===== src/rtl/imem_loader_pkg.sv =====
// rtl/imem_loader_pkg.sv - shared types and constants for the boot-time instruction loader
package imem_loader_pkg;

   // Loader FSM encoding, shared by RTL and bench
   typedef enum logic [1:0] {
      IDLE = 2'd0,
      LOAD = 2'd1,
      DONE = 2'd2,
      ERR  = 2'd3
   } loader_state_t;

   // Plain-vector aliases so state registers can stay simple logic vectors
   localparam logic [1:0] ST_IDLE = 2'd0;
   localparam logic [1:0] ST_LOAD = 2'd1;
   localparam logic [1:0] ST_DONE = 2'd2;
   localparam logic [1:0] ST_ERR  = 2'd3;

   localparam int BYTES_PER_WORD = 4;
   localparam int INSTR_W        = 32;

   // addi x0, x0, 0
   localparam logic [31:0] NOP_INSTR = 32'h00000013;

   // Position a byte in its little-endian lane of an instruction word
   function automatic logic [INSTR_W-1:0] place_byte(input logic [7:0] b, input logic [1:0] lane);
      return {24'd0, b} << {lane, 3'b000};
   endfunction

endpackage


===== src/rtl/imem_word_packer.sv =====
// rtl/imem_word_packer.sv - packs accepted bytes little-endian into 32-bit words
module imem_word_packer
   import imem_loader_pkg::*;
(
   input  logic               clk,
   input  logic               rst_n,
   input  logic               i_flush,
   input  logic               i_byte_valid,
   input  logic [7:0]         i_byte,
   input  logic               i_pad,
   output logic [1:0]         o_byte_cnt,
   output logic               o_word_valid,
   output logic [INSTR_W-1:0] o_word
);

   localparam logic [1:0] LAST_LANE = 2'(BYTES_PER_WORD - 1);

   logic [1:0]         r_byte_cnt;
   logic [INSTR_W-1:0] r_lanes;
   logic               w_complete;
   logic [INSTR_W-1:0] w_word;

   // Lanes above the current count are always zero, so a padded word is
   // simply the stored lanes plus the incoming byte.
   assign w_word       = r_lanes | place_byte(i_byte, r_byte_cnt);
   assign w_complete   = i_byte_valid && ((r_byte_cnt == LAST_LANE) || i_pad);
   assign o_word_valid = w_complete && !i_flush;
   assign o_word       = w_word;
   assign o_byte_cnt   = r_byte_cnt;

   // Lane storage and byte counter; cleared on flush or when a word is emitted
   always_ff @(posedge clk or negedge rst_n) begin
      if (!rst_n) begin
         r_byte_cnt <= 2'd0;
         r_lanes    <= '0;
      end else if (i_flush || w_complete) begin
         r_byte_cnt <= 2'd0;
         r_lanes    <= '0;
      end else if (i_byte_valid) begin
         r_byte_cnt <= r_byte_cnt + 2'd1;
         r_lanes    <= w_word;
      end
   end

endmodule


===== src/rtl/imem_loader.sv =====
// rtl/imem_loader.sv - boot loader from byte stream to instruction memory; optional IMEM_LOADER_PAD_EN zero-pads a short final word
module imem_loader
   import imem_loader_pkg::*;
#(
   parameter int ADDR_W = 8
)(
   input  logic               clk,
   input  logic               rst_n,
   input  logic               start,
   input  logic               s_valid,
   input  logic [7:0]         s_data,
   input  logic               s_last,
   output logic               s_ready,
   output logic               imem_we,
   output logic [ADDR_W-1:0]  imem_waddr,
   output logic [INSTR_W-1:0] imem_wdata,
   output logic               cpu_rst,
   output logic [ADDR_W:0]    num_instr,
   output logic               busy,
   output logic               done,
   output logic               err_overflow,
   output logic               err_partial
);

   localparam logic [ADDR_W:0] MAX_WORDS = {1'b1, {ADDR_W{1'b0}}};

   logic [1:0]         r_state;
   logic [ADDR_W-1:0]  r_ptr;
   logic [ADDR_W:0]    r_num;
   logic               r_we;
   logic [ADDR_W-1:0]  r_waddr;
   logic [INSTR_W-1:0] r_wdata;
   logic               r_cpu_rst;
   logic               r_err_ovf;
   logic               r_err_part;

   logic               w_ready;
   logic               w_hs;
   logic               w_full;
   logic               w_overflow;
   logic               w_last_mid;
   logic               w_pad;
   logic               w_part_err;
   logic               w_pack_valid;
   logic               w_flush;
   logic [1:0]         w_byte_cnt;
   logic               w_word_valid;
   logic [INSTR_W-1:0] w_word;

   // start takes the cycle for itself: no byte is accepted while restarting
   assign w_ready    = (r_state == ST_LOAD) && !start;
   assign w_hs       = s_valid && w_ready;
   assign w_full     = (r_num == MAX_WORDS);
   assign w_overflow = w_hs && w_full && (w_byte_cnt == 2'd0);
   assign w_last_mid = w_hs && !w_overflow && s_last && (w_byte_cnt != 2'd3);

`ifdef IMEM_LOADER_PAD_EN
   assign w_pad      = w_last_mid;
   assign w_part_err = 1'b0;
`else
   assign w_pad      = 1'b0;
   assign w_part_err = w_last_mid;
`endif

   // Overflowing bytes are consumed from the stream but never reach the packer
   assign w_pack_valid = w_hs && !w_overflow;
   assign w_flush      = start || w_part_err;

   imem_word_packer u_packer (
      .clk          (clk),
      .rst_n        (rst_n),
      .i_flush      (w_flush),
      .i_byte_valid (w_pack_valid),
      .i_byte       (s_data),
      .i_pad        (w_pad),
      .o_byte_cnt   (w_byte_cnt),
      .o_word_valid (w_word_valid),
      .o_word       (w_word)
   );

   // Loader FSM: start always (re)enters LOAD; LOAD ends in DONE or ERR
   always_ff @(posedge clk or negedge rst_n) begin
      if (!rst_n) begin
         r_state <= ST_IDLE;
      end else if (start) begin
         r_state <= ST_LOAD;
      end else if (r_state == ST_LOAD) begin
         if (w_overflow || w_part_err) begin
            r_state <= ST_ERR;
         end else if (w_word_valid && s_last) begin
            r_state <= ST_DONE;
         end
      end
   end

   // Registered write port, write pointer and committed-word counter
   always_ff @(posedge clk or negedge rst_n) begin
      if (!rst_n) begin
         r_we    <= 1'b0;
         r_waddr <= '0;
         r_wdata <= '0;
         r_ptr   <= '0;
         r_num   <= '0;
      end else begin
         r_we <= w_word_valid;
         if (start) begin
            r_ptr <= '0;
            r_num <= '0;
         end else if (w_word_valid) begin
            r_waddr <= r_ptr;
            r_wdata <= w_word;
            r_ptr   <= r_ptr + 1'b1;
            if (!w_full) begin
               r_num <= r_num + 1'b1;
            end
         end
      end
   end

   // Sticky error flags, cleared only by start or reset
   always_ff @(posedge clk or negedge rst_n) begin
      if (!rst_n) begin
         r_err_ovf  <= 1'b0;
         r_err_part <= 1'b0;
      end else if (start) begin
         r_err_ovf  <= 1'b0;
         r_err_part <= 1'b0;
      end else begin
         if (w_overflow) begin
            r_err_ovf <= 1'b1;
         end
         if (w_part_err) begin
            r_err_part <= 1'b1;
         end
      end
   end

   // CPU reset lags DONE by one cycle so the final write lands first;
   // a start in DONE re-asserts it on the very next cycle.
   always_ff @(posedge clk or negedge rst_n) begin
      if (!rst_n) begin
         r_cpu_rst <= 1'b1;
      end else begin
         r_cpu_rst <= !((r_state == ST_DONE) && !start);
      end
   end

   assign s_ready      = w_ready;
   assign imem_we      = r_we;
   assign imem_waddr   = r_waddr;
   assign imem_wdata   = r_wdata;
   assign cpu_rst      = r_cpu_rst;
   assign num_instr    = r_num;
   assign busy         = (r_state == ST_LOAD);
   assign done         = (r_state == ST_DONE);
   assign err_overflow = r_err_ovf;
   assign err_partial  = r_err_part;

endmodule


===== config.mk =====
export PLATFORM = sky130hd
export DESIGN_NAME = imem_loader
export DESIGN_NICKNAME = d
export VERILOG_FILES = /design/src/rtl/imem_loader_pkg.sv /design/src/rtl/imem_word_packer.sv /design/src/rtl/imem_loader.sv
export SDC_FILE = /design/constraint.sdc
export NUM_CORES = 1
export LEC_CHECK = 0
export ABC_AREA = 1
export BUFFER_PORTS_ARGS = -buffer_cell sky130_fd_sc_hd__buf_2
export CORE_ASPECT_RATIO = 0.8
export CORE_MARGIN = 2
export CORE_UTILIZATION = 55
export CTS_BUF_LIST = sky130_fd_sc_hd__clkbuf_4
export CTS_CLUSTER_DIAMETER = 40
export DETAILED_ROUTE_END_ITERATION = 8
export GPL_ROUTABILITY_DRIVEN = 0
export PLACE_DENSITY_LB_ADDON = 0.3
export SLEW_MARGIN = 40
export SYNTH_ARGS = -nofsm -noshare
export SYNTH_HDL_FRONTEND = slang
export SYNTH_SLANG_ARGS = --single-unit

===== constraint.sdc =====
create_clock -name clk -period 2.39 [get_ports clk]
set_clock_uncertainty 0.15 [all_clocks]
set_input_delay 0.239 -clock clk [delete_from_list [all_inputs] [get_ports clk]]
set_output_delay 0.239 -clock clk [all_outputs]
set_load 0.02 [all_outputs]

==> results of run 1 <==
==> registers in the layout, summed over array words and instances, names as in the netlist <==
register,cells
err_partial,1
r_state,2
r_ptr,8
num_instr,9
u_packer.o_byte_cnt,2
cpu_rst,1
imem_wdata,32
u_packer.r_lanes,32
imem_we,1
imem_waddr,8
err_overflow,1
==> stage by stage <==
step                      instance area (um2)  setup slack, ns  std cells
after floorplan                          4410            0.233        484
after detailed placement                 4840           0.0776        647
after global placement                   4840            0.222        647
after CTS                                5050           0.0503        669
final                                    5070            0.187        670
after global routing                     5070         0.000977        670
==> synth_stat cells (6+ instances only) <==
cell	instances
o21ai_0	16
a21boi_1	6
dfrtp_1	96
nand4_1	6
a31o_2	9
inv_1	44
clkbuf_1	6
nor2_1	17
a21oi_1	20
o21bai_1	16
nand2_1	150
o21ai_1	19
a31oi_1	8
nand3_1	12
nor3_1	8
buf_6	6
==> logic make-up after synthesis <==
group,synth area share [%]
and+or+nand+nor,19.4
AOI/OAI and AO/OA,15.2
DFF,55.0
buffers and inverters,7.65
xor gates and xnor gates,0.992
adders and majority gates,1.42
muxes,0.227
==> layer usage <==
layer / vias to the layer above / track usage, % / share of wire (%) / wire length, um
li1: 1710 / - / - / -
met1: 1726 / 31.3 / 46 / 4400
met2: 103 / 37.1 / 47 / 4510
met3: 11 / 5.05 / 5.3 / 502
met4: 0 / 6.27 / 1.3 / 124
met5: - / 0 / 0 / 0
==> cell type report <==
type	count	area [um2]
fill	671	2810
inverter	47	193
sequential	97	2430
clock buffer	10	75.1
clock inverter	6	82.6
multi-input combinational	318	1650
timing repair buffer	83	499
timing repair inverter	1	7.51
tap	108	135
==> worst min-delay path: stages <==
cell     delay [ns]
buf_2          0.11
a31oi_1        0.11
a21oi_1        0.11
==> final timing paths <==
path                                            from                          endpoint  slack, ns  cells after the start
hold reg to reg            imem_waddr[4]$_DFFE_PN0P_         imem_waddr[4]$_DFFE_PN0P_       0.34                      2
max in group asynchronous                      rst_n         imem_waddr[4]$_DFFE_PN0P_       1.34                      3
min in group asynchronous                      rst_n        imem_wdata[24]$_DFFE_PN0P_       0.19                      2
setup / recovery            num_instr[0]$_DFFE_PN0P_   u_packer.r_lanes[2]$_DFFE_PN0P_       0.19                      9
hold / removal                             s_data[4]  u_packer.r_lanes[12]$_DFFE_PN0P_       0.02                      3
setup reg to reg            num_instr[0]$_DFFE_PN0P_   u_packer.r_lanes[2]$_DFFE_PN0P_       0.19                      9
==> repair_timing <==
action / CTS / global route
setup buffers: 0 / 0
setup endpoints to repair: 0 / 19
hold buffers: 6 / 0
resized for setup: 0 / 2
hold endpoints to repair: 67 / 0
==> power by group <==
part	internal, W	total, W	switching [W]
Sequential	0.00165	0.00165	0.00000426
Clock	0.000431	0.000975	0.000544
Combinational	0.0000516	0.000170	0.000118
Total	0.00213	0.00280	0.000666
==> flow_summary_export.csv, run 1 <==
group,metric,value,unit
outcome,status,"completed",
timing,hold_ws,0.0158,ns
timing,rsz0062_at_grt,"no",
finish,drive_gt1_share,21.4,%
floorplan,io_pins,69,
timing,setup_viol,0,
drt,ant_nets,0,
finish,diodes,0,
setup_path,critical_path_buf_inv_count,2,
floorplan,coreArea,0.00787,mm2
yosys,synthesis.area,0.00441,mm2
drt,drc,0,
timing,min_period,2.20,ns
global_route,grt_overflow,0,
yosys,syn_inst,484,
yosys,ys_types,36,
yosys,postSynthAreaPerCell,9.12,um2
setup_path,crit_slowest_cell,"nand4_4",
setup_path,path_max_fanout,34,
drt,routedWlPerCell,14.2,um
yosys,synth_ff_type,"dfrtp_1",
finish,final_common_cell,"nand2_1",
setup_path,path_cells,"inv_1 > ha_1 > inv_1 > nor2_1 > nand2_1 > nor2_2 > a21oi_4 > nand4_4 > a21boi_0",
timing,final_max_slew_viol_count,0,
power_and_ir_drop,p_leak,2.60,nW
yosys,syn_nets,502,
yosys,ys_seq_area_share,55.0,%
clocking,root_buffer,"clkbuf_4",
finish,finish.utilization,64.4,%
yosys,synth.top_cell.area_share,54.4,%
global_route,grt_use_total,22.7,%
global_route,grt_pass1_wl,16000,um
floorplan,fp.dieH,84.1,um
global_route,grt_pass1_vias,3343,
yosys,synth_edf_count,0,
timing,fmax,454,MHz
yosys,yosys_warnings,0,
finish,area_growth,14.8,%
timing,setup_tns,0,ns
power_and_ir_drop,power,0.00280,W
setup_path,slowest_delay,0.47,ns
flow_run,drv_cap,0,
clocking,cts_buffers,9,
drt,vias_per_cell,5.30,
power_and_ir_drop,power_density,552,mW/mm2
yosys,ys_top_cells_by_area,"dfrtp_1 (54%), nand2_1 (13%), inv_1 (3.7%), o21bai_1 (2.7%), a21oi_1 (2.3%)",
floorplan,die_w,104,um
yosys,ys_seq_elements,97,
setup_path,cp-end-kind,"flip-flop",
timing,post-route-period-util,92.2,%
setup_path,cp_common_cell,"inv_1",
floorplan,die_area,0.00876,mm2
clocking,clock_path_buffers,2,
yosys,synth-async-reset-ratio,100,%
clocking,path_clk_slew,0.14,ns
power_and_ir_drop,peakVddDrop,0.326,mV
hold_path,hold_class,"input pin to flip-flop",
clocking,worstSkewPairLatency,0.44,ns
setup_path,worstPathRequired,2.60,ns
finish,fin_nets,575,
timing,worstMarginPinSlew,0.577,ns
finish,mostFrequentLayoutCells,"nand2_1 (150), dfrtp_1 (96), buf_2 (67)",
setup_path,worst_ep_arrival_time,2.41,ns
place,hpwl,6490,um
place,io_buffers,68,
drt,first_pass_iters,4,
global_route,antenna_found_initial,0,
yosys,synth_top_cell_by_area,"dfrtp_1",
setup_path,critical-path-top-delay-family,"simple AND/OR/NAND/NOR gates",
global_route,grt_start_max_net_pins,65,
floorplan,rows,29,
timing,hold_viol_final,0,
setup_path,start_kind,"flip-flop",
drt,routed_wl,9540,um
clocking,cts.sinks,97,
clocking,h-tree-depth,3,
timing,slew_headroom,61.5,%
setup_path,worstSetupPathType,"flip-flop to flip-flop",
floorplan,initial_core_util,56.1,%
clocking,cts_tree,"built",
drt,drt-initial-drc-count,267,
drt,num_vias,3550,
Note: power is estimated with default switching activity, not from simulation.
==> run 2, diff against run 1 <==
Settings changed: REMOVE_ABC_BUFFERS from default to 1.
==> run 2 against run 1 <==
  * Worst setup slack lost 0.023 ns
  * Hold slack gained 0.017 ns
  * Cell count shrank 0.15%
  * Combinational power is essentially flat
  * Critical path depth is the same
  * Non-clock buffer count is the same
  * Global-route usage shrank 0.33 points
  * Flip-flop and latch count is the same
  * Clock power shrank 1%
  * Maximum frequency shrank 1.0%
  * Count of clock-buffer cells in the layout shrank 1
  * Largest power group unchanged
==> flow_summary_export.csv, run 2 (synthesis results as in run 1) <==
group,metric,value,unit
outcome,status,"completed",
timing,min_period,2.23,ns
clocking,cts_buffers,9,
power_and_ir_drop,switching_share,23.8,%
setup_path,r2r_slack,0.16,ns
setup_path,worstPathRequired,2.58,ns
clocking,cts_tree,"built",
clocking,path_clk_slew,0.15,ns
finish,mostFrequentLayoutCells,"nand2_1 (149), dfrtp_1 (96), buf_2 (67)",
clocking,worstSkewPairLatency,0.43,ns
finish,final_common_cell,"nand2_1",
timing,setup_tns,0,ns
global_route,grt_pass1_wl,15800,um
finish,diodes,0,
drt,vias_per_cell,5.25,
drt,drc,0,
global_route,grt_overflow,0,
global_route,grt_use_total,22.4,%
setup_path,worstReg2RegEnd,"u_packer.r_lanes[4]$_DFFE_PN0P_",
floorplan,initial_core_util,56.1,%
floorplan,coreArea,0.00787,mm2
hold_path,hp-start,"s_data[6]",
power_and_ir_drop,power,0.00279,W
timing,hold_viol_final,0,
drt,routed_wl,9430,um
global_route,antenna_found_initial,0,
drt,ant_nets,0,
clocking,cts.sinks,97,
setup_path,critical_path_buf_inv_count,2,
drt,drt-initial-drc-count,216,
setup_path,slowest_delay,0.47,ns
setup_path,path_max_fanout,34,
setup_path,path_cells,"inv_1 > ha_1 > inv_1 > nor2_1 > nand2_1 > nor2_2 > a21oi_4 > nand4_4 > a21boi_0",
setup_path,worstSetupPathType,"flip-flop to flip-flop",
setup_path,start_kind,"flip-flop",
place,dp_cells,648,
power_and_ir_drop,switchingPower,0.000665,W
setup_path,worst_ep_arrival_time,2.42,ns
clocking,clock_path_buffers,2,
flow_run,drv_cap,0,
setup_path,r2r-start,"num_instr[0]$_DFFE_PN0P_",
timing,hold_ws,0.0330,ns
power_and_ir_drop,power_density,549,mW/mm2
finish,fin_area,0.00508,mm2
finish,drive_gt1_share,21.6,%
drt,num_vias,3512,
timing,slew_headroom,64.1,%
hold_path,holdPathEnd,"imem_wdata[14]$_DFFE_PN0P_",
setup_path,crit_path_start,"num_instr[0]$_DFFE_PN0P_",
floorplan,die_w,104,um
timing,setup_viol,0,
floorplan,io_pins,69,
hold_path,hold_class,"input pin to flip-flop",
power_and_ir_drop,clkPwrFrac,34.6,%
power_and_ir_drop,p_seq_share,59.3,%
timing,post-route-period-util,93.1,%
setup_path,cp-end-kind,"flip-flop",
timing,rsz0062_at_grt,"no",
power_and_ir_drop,peakVddDrop,0.369,mV
floorplan,fp.dieH,84.1,um
global_route,grt_pass1_vias,3307,
setup_path,critical-path-top-delay-family,"simple AND/OR/NAND/NOR gates",
power_and_ir_drop,p_comb_share,6.1,%
power_and_ir_drop,p_leak,2.60,nW
timing,final_max_slew_viol_count,0,
clocking,h-tree-depth,3,
setup_path,cp_common_cell,"inv_1",
floorplan,rows,29,
drt,routedWlPerCell,14.1,um
setup_path,reg2reg_depth,9,
place,postPlaceCellArea,0.00486,mm2
finish,fin_nets,575,
finish,area_growth,15.1,%
place,hpwl,6280,um
finish,instances_no_fill,669,
floorplan,die_area,0.00876,mm2
power_and_ir_drop,power.internal,0.00212,W
hold_path,hold_path_depth,3,
timing,fmax,449,MHz
place,io_buffers,68,
clocking,root_buffer,"clkbuf_4",
drt,first_pass_iters,5,
timing,worstMarginPinSlew,0.537,ns
setup_path,crit_slowest_cell,"nand4_4",
global_route,grt_start_max_net_pins,42,
-- run 2: changes by cell type in the layout (fill, tap and decap cells not counted), sizes merged --
| cell | change |
|---|---|
| clkinvlp | +1 |
| clkinv | -2 |
| buf | +1 |
| clkbuf | -1 |
| dlygate4sd3 | -1 |
| inv | +1 |
-- run 2: metal layers --
layer	part of all wire, %	wire, um	track usage, %	vias up
met5	0	0	0	-
met4	1.1	106	6.02	0
met3	4.7	446	4.97	10
met2	48	4480	36.3	99
met1	47	4390	31.1	1687
li1	-	-	-	1716
-- run 2: how the worst max path moves through the flow --
stage | endpoint | slack, ns | cells past startpoint
after CTS | r_ptr[2]$_DFFE_PN0P_ | 0.03 | 11
after detailed placement | r_ptr[2]$_DFFE_PN0P_ | 0.003 | 11
after floorplan | r_ptr[6]$_DFFE_PN0P_ | -0.38 | 7
after global routing | r_ptr[6]$_DFFE_PN0P_ | 0.02 | 11
final | u_packer.r_lanes[4]$_DFFE_PN0P_ | 0.16 | 9
after global placement | r_ptr[2]$_DFFE_PN0P_ | 0.15 | 11
-- run 2: cell type report --
type	count	area, um2
Tap cell	108	135
Fill cell	652	2790
Timing Repair Buffer	83	505
Clock buffer	9	67.6
Sequential cell	97	2430
Timing Repair inverter	1	7.51
Multi-Input combinational cell	318	1650
Clock inverter	6	92.6
Inverter	47	193
-- run 2: timing repair --
action / in CTS / in global routing
setup endpoints to repair: 2 / 21
cloned: 0 / 1
setup buffers: 0 / 0
hold buffers: 5 / 0
endpoints found under the hold margin: 77 / 0
gates resized for setup: 1 / 4
-- run 2: power groups by stage --
stage                     clock [W]  sequential (W)  combinational, W
after floorplan                   0         0.00169         0.0000683
after global placement            0         0.00168          0.000162
after detailed placement          0         0.00168          0.000165
after CTS                  0.000991         0.00165          0.000172
after global routing        0.00105         0.00165          0.000190
final                      0.000965         0.00165          0.000171
-- run 2: metrics by stage --
step | utilization, % | setup slack (ns)
finish | 64.5 | 0.164
global route | 64.5 | 0.0244
CTS | 64.4 | 0.0310
detailed placement | 61.7 | 0.00344
global placement | 61.7 | 0.155
floorplan | - | -0.376
-- run 2: worst reg2reg max path: cells and delay by family (launching register included) --
kind                     cells  cell delay (ns)
AO/OA/AOI/OAI                2             0.58
adder cells (fa/ha/maj)      1             0.19
buffers and inverters        2             0.14
flip-flops                   1             0.43
AND/OR/NAND/NOR              4             0.64
